File: src/rtl/buzz_arbiter.sv
// Buzzer arbiter: grants one of six debounced press edges per round, round-robin on ties,
// then runs a valid/ack handshake, a lockout hold and a wait for the winner to let go.
module buzz_arbiter #(
    parameter int N_PLAYERS   = 6,
    parameter int HOLD_CYCLES = 50_000_000,
    parameter int TIMER_WIDTH = 26
) (
    input  logic                     clk,
    input  logic                     rst_n,
    input  logic [N_PLAYERS-1:0]     req_lvl_i,
    input  logic [3*N_PLAYERS-1:0]   player_val_i,
    input  logic                     enable_i,
    input  logic                     grant_ack_i,
    output logic                     grant_valid_o,
    output logic [2:0]               grant_id_o,
    output logic [2:0]               grant_val_o,
    output logic [N_PLAYERS-1:0]     grant_onehot_o,
    output logic                     busy_o
);

    // state   | meaning
    // IDLE    | armed, waiting for a press edge
    // GRANT   | winner presented, waiting for ack
    // HOLD    | lockout timer running
    // RELEASE | waiting for the winner's button to be released
    typedef enum logic [1:0] {
        S_IDLE    = 2'd0,
        S_GRANT   = 2'd1,
        S_HOLD    = 2'd2,
        S_RELEASE = 2'd3
    } state_t;

    localparam int HOLD_LAST_I = (HOLD_CYCLES > 0) ? HOLD_CYCLES - 1 : 0;
    localparam logic [TIMER_WIDTH-1:0] HOLD_LAST = TIMER_WIDTH'(HOLD_LAST_I);
    localparam logic [3:0] N_P4 = 4'(N_PLAYERS);

    state_t                   state_q, state_d;
    logic [N_PLAYERS-1:0]     req_q;
    logic [2:0]               rr_ptr_q, rr_ptr_d;
    logic [TIMER_WIDTH-1:0]   timer_q, timer_d;
    logic                     grant_valid_q, grant_valid_d;
    logic [2:0]               grant_id_q, grant_id_d;
    logic [2:0]               grant_val_q, grant_val_d;
    logic [N_PLAYERS-1:0]     grant_onehot_q, grant_onehot_d;
    logic                     busy_q, busy_d;

    logic [N_PLAYERS-1:0]     req_edge;
    logic [2*N_PLAYERS-1:0]   edge_dbl;
    logic [N_PLAYERS-1:0]     edge_rot;
    logic                     win_found;
    logic [2:0]               rot_off;
    logic [3:0]               win_sum;
    logic [2:0]               win_id;
    logic [N_PLAYERS-1:0]     win_onehot;
    logic [4:0]               val_base;
    logic [2:0]               win_val;
    logic                     hold_done;
    logic                     winner_released;

    assign req_edge = req_lvl_i & ~req_q;

    // Rotate the edge vector so the search always starts at bit 0 from rr_ptr.
    assign edge_dbl = {req_edge, req_edge};
    assign edge_rot = edge_dbl[rr_ptr_q +: N_PLAYERS];

    always_comb begin
        win_found = 1'b0;
        rot_off   = '0;
        for (int k = N_PLAYERS - 1; k >= 0; k--) begin
            if (edge_rot[k]) begin
                win_found = 1'b1;
                rot_off   = 3'(k);
            end
        end
    end

    assign win_sum    = {1'b0, rr_ptr_q} + {1'b0, rot_off};
    assign win_id     = (win_sum >= N_P4) ? 3'(win_sum - N_P4) : win_sum[2:0];
    assign win_onehot = {{(N_PLAYERS-1){1'b0}}, 1'b1} << win_id;
    assign val_base   = {2'b00, win_id} + {1'b0, win_id, 1'b0};
    assign win_val    = player_val_i[val_base +: 3];

    assign hold_done       = (timer_q == HOLD_LAST);
    assign winner_released = ((req_lvl_i & grant_onehot_q) == '0);

    always_ff @(posedge clk or negedge rst_n) begin
        if (!rst_n) begin
            state_q <= S_IDLE;
        end else begin
            state_q <= state_d;
        end
    end

    always_comb begin
        state_d = state_q;
        case (state_q)
            S_IDLE: begin
                if (enable_i && win_found) begin
                    state_d = S_GRANT;
                end
            end
            S_GRANT: begin
                if (grant_ack_i) begin
                    state_d = (HOLD_CYCLES == 0) ? S_RELEASE : S_HOLD;
                end
            end
            S_HOLD: begin
                if (!enable_i) begin
                    state_d = S_IDLE;
                end else if (hold_done) begin
                    state_d = S_RELEASE;
                end
            end
            S_RELEASE: begin
                if (!enable_i || winner_released) begin
                    state_d = S_IDLE;
                end
            end
            default: state_d = S_IDLE;
        endcase
    end

    always_comb begin
        rr_ptr_d       = rr_ptr_q;
        timer_d        = timer_q;
        grant_valid_d  = grant_valid_q;
        grant_id_d     = grant_id_q;
        grant_val_d    = grant_val_q;
        grant_onehot_d = grant_onehot_q;
        case (state_q)
            S_IDLE: begin
                timer_d = '0;
                if (enable_i && win_found) begin
                    grant_valid_d  = 1'b1;
                    grant_id_d     = win_id;
                    grant_val_d    = win_val;
                    grant_onehot_d = win_onehot;
                end
            end
            S_GRANT: begin
                if (grant_ack_i) begin
                    grant_valid_d = 1'b0;
                    timer_d       = '0;
                    rr_ptr_d      = (grant_id_q == 3'(N_PLAYERS - 1)) ? 3'd0 : grant_id_q + 3'd1;
                end
            end
            S_HOLD: begin
                timer_d = timer_q + 1'b1;
            end
            default: ;
        endcase
        // The winner mask stays visible until the block is armed again.
        if (state_q != S_IDLE && state_d == S_IDLE) begin
            grant_onehot_d = '0;
        end
        busy_d = (state_d != S_IDLE);
    end

    always_ff @(posedge clk or negedge rst_n) begin
        if (!rst_n) begin
            req_q          <= '0;
            rr_ptr_q       <= '0;
            timer_q        <= '0;
            grant_valid_q  <= 1'b0;
            grant_id_q     <= '0;
            grant_val_q    <= '0;
            grant_onehot_q <= '0;
            busy_q         <= 1'b0;
        end else begin
            req_q          <= req_lvl_i;
            rr_ptr_q       <= rr_ptr_d;
            timer_q        <= timer_d;
            grant_valid_q  <= grant_valid_d;
            grant_id_q     <= grant_id_d;
            grant_val_q    <= grant_val_d;
            grant_onehot_q <= grant_onehot_d;
            busy_q         <= busy_d;
        end
    end

    assign grant_valid_o  = grant_valid_q;
    assign grant_id_o     = grant_id_q;
    assign grant_val_o    = grant_val_q;
    assign grant_onehot_o = grant_onehot_q;
    assign busy_o         = busy_q;

endmodule

File: config.mk
export PLATFORM = sky130hd
export DESIGN_NAME = buzz_arbiter
export DESIGN_NICKNAME = d
export VERILOG_FILES = /design/src/rtl/buzz_arbiter.sv
export SDC_FILE = /design/constraint.sdc
export NUM_CORES = 1
export LEC_CHECK = 0
export ABC_CLOCK_PERIOD_IN_PS = 7400
export BUFFER_PORTS_ARGS = -buffer_cell sky130_fd_sc_hd__clkbuf_2
export CORE_MARGIN = 2
export CORE_UTILIZATION = 61
export CTS_BUF_LIST = sky130_fd_sc_hd__clkbuf_8
export DETAILED_ROUTE_END_ITERATION = 12
export GPL_ROUTABILITY_DRIVEN = 0
export MAX_ROUTING_LAYER = met4
export PLACE_DENSITY = 0.87
export SLEW_MARGIN = 20
export SYNTH_ARGS = -nofsm -noshare
export SYNTH_HDL_FRONTEND = slang
export SYNTH_SLANG_ARGS = --single-unit
File: constraint.sdc
create_clock -name clk -period 7.4 [get_ports clk]
set_clock_uncertainty 0.2 [all_clocks]
set_input_delay 0.37 -clock clk [delete_from_list [all_inputs] [get_ports clk]]
set_output_delay 0.37 -clock clk [all_outputs]
set_load 0.01 [all_outputs]
=== After elaboration in Yosys (flattened, before gate mapping) ===
Index checks and enable logic that the tools add are counted.

* $add $sub $neg: 5
* Order comparisons: 1
* Equal/unequal tests: 7
* Shift operators: 3
* Muxes and demuxes: 28
* Bitwise gates (word level): 3
* Reduce and logical (&&, ||, !) cells: 18

{| class="wikitable"
|+ Operator list
! kind !! count
|-
| $pmux 26 s3 || 1
|-
| $add 26x1->26 const B || 1
|-
| $eq 26x26->1 const B || 1
|-
| $mux 26 || 1
|-
| $mux 3 || 8
|-
| $mux 6 || 3
|-
| $shiftx 18x6->3 || 1
|-
| $and 6x6->6 || 2
|-
| $shiftx 12x4->6 || 1
|-
| $mux 2 || 5
|-
| $reduce_bool 2->1 || 5
|-
| $mux 1 || 8
|-
| $pmux 2 s4 || 1
|-
| $reduce_and 2->1 || 4
|-
| $logic_not 6->1 || 1
|-
| $not 6->6 || 1
|-
| $shl 1x3->6 const A || 1
|-
| $add 3x4->5 || 1
|-
| $add 3x3->4 || 1
|-
| $eq 2x2->1 const B || 2
|-
| $ge 4x3->1 const B || 1
|-
| $logic_not 2->1 || 2
|-
| $ne 2x2->1 const B || 2
|-
| $add 3x1->3 const B || 1
|-
| other kinds (9) || 10
|}

* Flip-flop bits (word level): 51
* Bits of input ports: 28
* Output and inout port bits: 14
* Word-level logic and storage cells: 74

=== Longest topological paths before layout ===
* Word-level depth: 16
* Mapped depth: 24
* Gate-level depth less buffers: 23

=== Worst setup path after synthesis ===
No wires, ideal clock.

* Kind: register -> register
* Start: register rr_ptr_q[0]
* End: register grant_val_q[1], in the netlist grant_val_o[1]
* Setup time: 126 ps
* Arrival: 4840 ps
* Required time: 7074 ps
* Path slack: 2234 ps
* Stages on the path, launching flop included: 18
* Path buffers: 2
* Period minus slack after synthesis: 5166 ps
* Cells stage by stage: dfrtp_1 -> clkbuf_1 -> mux4_2 -> nor2_1 -> nor4_1 -> a31o_2 -> fa_1 -> buf_2 -> xnor2_1 -> nand2_1 -> a31oi_1 -> inv_1 -> fa_1 -> or3_1 -> o211ai_2 -> mux4_2 -> a32oi_1 -> o21ai_0

* Cells in the longest elaborated chain, start to end: 12
* Elaborated cells between the ends (all ways): 21
* Those cells by class: add/sub: 3; order compare: 1; shift: 2; mux: 13; reduce/logical: 2

{| class="wikitable"
|+ Ends and longest elaborated chain
! what !! line !! RTL
|-
| start, declared || 39 || <nowiki>logic [2:0] rr_ptr_q, rr_ptr_d;</nowiki>
|-
| start signal, assigned || 171 || <nowiki>rr_ptr_q <= rr_ptr_d;</nowiki>
|-
| $shiftx 12x4->6 || 64 || <nowiki>assign edge_rot = edge_dbl[rr_ptr_q +: N_PLAYERS];</nowiki>
|-
| $mux 3 (6 in series) || 70 || <nowiki>if (edge_rot[k]) begin</nowiki>
|-
| $add 3x3->4 (*) || 77 || <nowiki>assign win_sum = {1'b0, rr_ptr_q} + {1'b0, rot_off};</nowiki>
|-
| $ge 4x3->1 / $sub 3x3->3 (equally long branches) || 78 || <nowiki>assign win_id = (win_sum >= N_P4) ? 3'(win_sum - N_P4) : win_sum[2:0];</nowiki>
|-
| $mux 3 (*) || 78 ||
|-
| via win_id[2] || 53 || <nowiki>logic [2:0] win_id;</nowiki>
|-
| $add 3x4->5 (*) || 80 || <nowiki>assign val_base = {2'b00, win_id} + {1'b0, win_id, 1'b0};</nowiki>
|-
| $shiftx 18x6->3 (*) || 81 || <nowiki>assign win_val = player_val_i[val_base +: 3];</nowiki>
|-
| end signal, assigned || 175 || <nowiki>grant_val_q <= grant_val_d;</nowiki>
|-
| end, declared || 43 || <nowiki>logic [2:0] grant_val_q, grant_val_d;</nowiki>
|}

The timed path passes the listed nets; every way through them passes the cells marked *.
A chain may end at the register's enable or synchronous reset.

=== Worst setup path after layout ===
* Start: input port req_lvl_i[3]
* End: register grant_val_q[1], in the netlist grant_val_o[1]

* Cells in the longest elaborated chain, start to end: 13
* Elaborated cells between the ends (all ways): 22
* Those cells by class: add/sub: 3; order compare: 1; shift: 2; mux: 13; bitwise: 1; reduce/logical: 2

{| class="wikitable"
|+ Ends and longest elaborated chain
! what !! line !! RTL
|-
| start, declared || 10 || <nowiki>input logic [N_PLAYERS-1:0] req_lvl_i,</nowiki>
|-
| $and 6x6->6 (*) || 60 || <nowiki>assign req_edge = req_lvl_i & ~req_q;</nowiki>
|-
| $shiftx 12x4->6 (*) || 64 ||
|-
| $mux 3 (5 in series) || 70 ||
|-
| $mux 3 (*) || 70 ||
|-
| $add 3x3->4 (*) || 77 ||
|-
| $ge 4x3->1 / $sub 3x3->3 (equally long branches) || 78 ||
|-
| $mux 3 (*) || 78 ||
|-
| via win_id[2] || 53 ||
|-
| $add 3x4->5 (*) || 80 ||
|-
| $shiftx 18x6->3 (*) || 81 ||
|}

Marks and branches as above.

==> results.txt <==
----------------------------------------------------
[Outcome]
  Result of the run ... finished clean

[Synthesis]
  Post-synthesis cell area ... 0.00348 sq mm
  Share of cell area taken by muxes after synthesis ... 12.0%
  Top cells by instance count after synthesis ... sky130_fd_sc_hd__o21ai_0 (56), sky130_fd_sc_hd__nand2_1 (53), sky130_fd_sc_hd__dfrtp_1 (51), sky130_fd_sc_hd__nand3_1 (17), sky130_fd_sc_hd__mux4_2 (15)
  Count of flip-flops with a built-in enable after synthesis ... 0
  Xor/xnor cell area share of the yosys netlist ... under 10%
  Adder-cell share of the synthesized area ... under 10%
  Library cell with the highest instance count after synthesis ... sky130_fd_sc_hd__o21ai_0
  Post-Synth Simple-Gate Area ... a little over a fifth
  Part of the Yosys area used for sequential elements ... between 30% and 40%
  Yosys top cell by area ... sky130_fd_sc_hd__dfrtp_1
  Count of state elements after synthesis ... 51
  Distinct cell type count of the synthesized netlist ... 61
  Area share of the largest cell type after synthesis ... 36.7%
  Async S/R FF share, synth ... 100%
  Post-Syn Area per Cell ... about 9.3 sq um
  Compound-cell area share of the yosys netlist ... between 20% and 30%
  Top cells by area in the synthesized netlist ... sky130_fd_sc_hd__dfrtp_1 (37%), sky130_fd_sc_hd__mux4_2 (9.7%), sky130_fd_sc_hd__o21ai_0 (8.1%)
  Syn_nets ... about 420
  Most used flip-flop cell after synthesis ... sky130_fd_sc_hd__dfrtp_1
  Cell count after synthesis ... approximately 380
  YS warnings ... 0
  Largest family of logic cells by synthesized area ... simple AND/OR/NAND/NOR gates

[Clock tree]
  Number of buffers on the longest clock path ... 2
  Clock-pin slew reported for the worst setup and hold paths after clock tree synthesis ... 0.09 ns
  CTS tree ... yes
  Number of hold buffers added after cts ... 1
  Number of CTS-inserted buffers ... 5
  Total clock sinks ... 51
  Insertion delay of the later-clocked pin in the worst-skew pair ... 0.31 ns
  Number of gates resized after cts ... 0
  Number of buffers inserted to repair setup after CTS ... 0
  H-Tree Level Count ... 2
  CTS Root Buffer Type ... sky130_fd_sc_hd__clkbuf_8

[Timing]
  Measured slew at the worst slew-check pin ... 1.01 ns
  Crit share post-route ... between 80 and 90%
  Post-layout worst setup margin ... approximately 1.4 ns
  Max Fclk ... approximately 0.17 GHz
  Final-report max-slew violation count ... 0
  Post-layout min period ... 5.95 ns
  RSZ-0062 raised after global routing ... no
  Count of endpoints failing hold in the final timing report ... 0
  Slew headroom ... between 30 and 40%
  Sum of negative setup slack ... 0 ns
  Final setup violation count ... 0

[Setup path]
  Worst Setup Path Type ... input port to flop
  Length in cells of the worst reg-to-reg path ... 19
  Worst setup EP type ... flop
  Flop2flop setup slack ... 1.66 ns
  Crit path launch type ... input port
  Kind of cell adding the most delay to the critical path ... compound AO/OA/AOI/OAI gates
  Levels on crit path ... 19
  Maximum fanout count along the critical path ... 9
  Series of cell instances along the critical path ... dlygate4sd3_1, clkbuf_2, nor2b_1, mux4_1, o21ai_0, o21a_1, o32ai_1, ha_1, fa_1, xnor2_1, nand2_1, a31oi_1, inv_1, fa_1, or3_1, o211ai_2, mux4_2, a32oi_1, o21ai_0
  Critical path origin ... req_lvl_i[3]
  End of the critical path ... grant_val_o[1]$_DFFE_PN0P_
  Crit Reg-Reg Startpoint ... rr_ptr_q[0]$_DFFE_PN0P_
  Worst endpoint required time ... ~7.4 ns
  Data arrival, critical path ... ~6 ns
  Highest cell delay on the worst timing path ... roughly 0.57 ns
  Crit path max-delay cell type ... sky130_fd_sc_hd__mux4_2
  CP Buf/Inv Count ... 3
  Destination of the worst register-to-register timing path ... grant_val_o[1]$_DFFE_PN0P_

[Route]
  Average via count per standard cell ... between 6 and 7
  Number of DRC markers in iteration 0 ... between 200 and 300
  Average detailed-routed wire length per instance ... 16.4 um
  Detail Route Antenna Nets ... 0
  Total iterations of the first detailed-routing run ... 5
  Total routed wirelength ... approximately 8 mm
  Residual DRC count ... 0
  Total via count in the routed design ... 3049

[Placement]
  Half-perimeter wire length after placement ... approximately 5.6 mm
  Count of buffers inserted at the top-level ports ... 41
  Post-DP Area ... ~0.0037 sq mm
  Pre-CTS WS ... approximately 1.7 ns

[GRT]
  Pin count of the biggest net entering global routing ... 52
  Global-route wire length before repair ... between 10 and 15 mm
  Via count of the first global-routing pass ... between 2000 and 3000
  Met3 usage ... 3.96%
  Fraction of met2 tracks used by global routing ... between 40% and 50%
  Initial antenna violation count ... 0
  GRT Total Usage ... approximately 27%
  Gr busiest metal ... met2
  Met1 Resource Use GR ... between 30% and 40%
  Global route overflow ... 0

[Hold path]
  Class of the most critical hold timing path ... input port to flop
  Min-Delay Path Depth ... 1

[Floorplan]
  Starting density of the core ... ~63%
  Num ports ... 42
  Die W ... just under 80 um
  Area of the core ... around 0.0055 sq mm
  Die height ... about 80 um
  Cell Rows ... 27
  Total die area ... 0.00633 sq mm

[Layout]
  Antenna Diode Count ... 0
  Number of fill cells ... between 400 and 500
  Final cell utilization of the core ... about 70%
  Total number of nets in the final design ... about 450
  Layout cell share with drive strength beyond 1 ... ~19%
  Final Cell Area ... 0.00384 sq mm
  Growth of design area from synthesis to finish ... 10.3%

[Run]
  Max_cap viols ... 0

----------------------------------------------------
==> sequential cells by signal, summed over array words and instances (netlist names) <==
| name | cells |
|---|---|
| grant_id_o | 3 |
| state_q | 2 |
| req_q | 6 |
| grant_val_o | 3 |
| busy_o | 1 |
| grant_valid_o | 1 |
| timer_q | 26 |
| grant_onehot_o | 6 |
| rr_ptr_q | 3 |
==> how the worst min path moves through the flow <==
stage / startpoint / endpoint / slack [ns]
global route: req_lvl_i[0] / req_q[0]$_DFF_PN0_ / 0.001
floorplan: rst_n / busy_o$_DFF_PN0_ / -0.13
finish: req_lvl_i[1] / req_q[1]$_DFF_PN0_ / 0.01
detailed placement: timer_q[21]$_DFFE_PN0P_ / timer_q[21]$_DFFE_PN0P_ / 0.27
CTS: req_lvl_i[3] / req_q[3]$_DFF_PN0_ / 0.003
global placement: grant_valid_o$_DFFE_PN0P_ / grant_valid_o$_DFFE_PN0P_ / 0.26
==> layer usage <==
layer	up-vias	part of all wire [%]
li1	1458	-
met1	1454	45
met2	128	48
met3	9	6.1
met5	-	0
met4	0	0.92
==> stage by stage <==
stage          cells  hold slack, ns
2_1_floorplan    375          -0.126
3_3_place_gp     470           0.261
3_5_place_dp     470           0.272
4_1_cts          479         0.00288
5_1_grt          480         0.00141
6_report         480          0.0102
==> worst reg2reg max path, stage by stage, from the launching register on <==
cell                       delay [ns]
sky130_fd_sc_hd__dfrtp_1         0.60
sky130_fd_sc_hd__nor3b_1         0.10
sky130_fd_sc_hd__a211o_1         0.31
sky130_fd_sc_hd__and3_1          0.19
sky130_fd_sc_hd__o21a_1          0.17
sky130_fd_sc_hd__nor2_1          0.08
sky130_fd_sc_hd__o21a_1          0.11
sky130_fd_sc_hd__o32ai_1         0.08
sky130_fd_sc_hd__ha_1            0.24
sky130_fd_sc_hd__fa_1            0.51
sky130_fd_sc_hd__xnor2_1         0.33
sky130_fd_sc_hd__nand2_1         0.09
sky130_fd_sc_hd__a31oi_1         0.51
sky130_fd_sc_hd__inv_1           0.17
sky130_fd_sc_hd__fa_1            0.50
sky130_fd_sc_hd__or3_1           0.40
sky130_fd_sc_hd__o211ai_2        0.20
sky130_fd_sc_hd__mux4_2          0.57
sky130_fd_sc_hd__a32oi_1         0.15
sky130_fd_sc_hd__o21ai_0         0.10
==> kinds of logic (layout without fill, tap and decap cells) <==
family	after synthesis	after routing
DFF	51	51
buffers and inverters	28	61
and+or+nand+nor	143	143
AOI/OAI and AO/OA	115	115
adders and majority gates	13	13
xor gates and xnor gates	4	4
muxes	21	21
==> cell usage in the layout, fill, tap and decap left out, types with 3 or more instances in the layout <==
| cell | count |
|---|---|
| sky130_fd_sc_hd__ha_1 | 11 |
| sky130_fd_sc_hd__dfrtp_1 | 51 |
| sky130_fd_sc_hd__clkbuf_8 | 6 |
| sky130_fd_sc_hd__a31oi_1 | 13 |
| sky130_fd_sc_hd__nand2b_1 | 7 |
| sky130_fd_sc_hd__nand2_1 | 53 |
| sky130_fd_sc_hd__nor2b_1 | 12 |
| sky130_fd_sc_hd__and3_1 | 9 |
| sky130_fd_sc_hd__clkbuf_2 | 41 |
| sky130_fd_sc_hd__o21ai_0 | 56 |
| sky130_fd_sc_hd__nand3_1 | 17 |
| sky130_fd_sc_hd__mux4_2 | 15 |
| sky130_fd_sc_hd__or3b_1 | 3 |
| sky130_fd_sc_hd__a22oi_1 | 3 |
| sky130_fd_sc_hd__mux2i_1 | 3 |
| sky130_fd_sc_hd__nor4_1 | 5 |
| sky130_fd_sc_hd__o31ai_1 | 4 |
| sky130_fd_sc_hd__inv_1 | 7 |
| sky130_fd_sc_hd__and2_1 | 3 |
| sky130_fd_sc_hd__a21oi_1 | 9 |
| sky130_fd_sc_hd__o21a_1 | 4 |
| sky130_fd_sc_hd__nor2_1 | 14 |
| sky130_fd_sc_hd__nand4_1 | 7 |
==> layout make-up <==
cell class	instances	area [sq um]	share of cell area (%)
Clock buffer	6	82.6	2.15
Clock inverter	2	35.0	0.912
Inverter	8	30.0	0.782
Multi-Input combinational cell	296	2090	54.3
Sequential cell	51	1280	33.2
Tap cell	72	90.1	2.35
Timing Repair Buffer	45	240	6.26
Power is left out: the tool's default activity adds up to more than one toggle a clock period on the data nets, which glitch-free logic cannot reach.
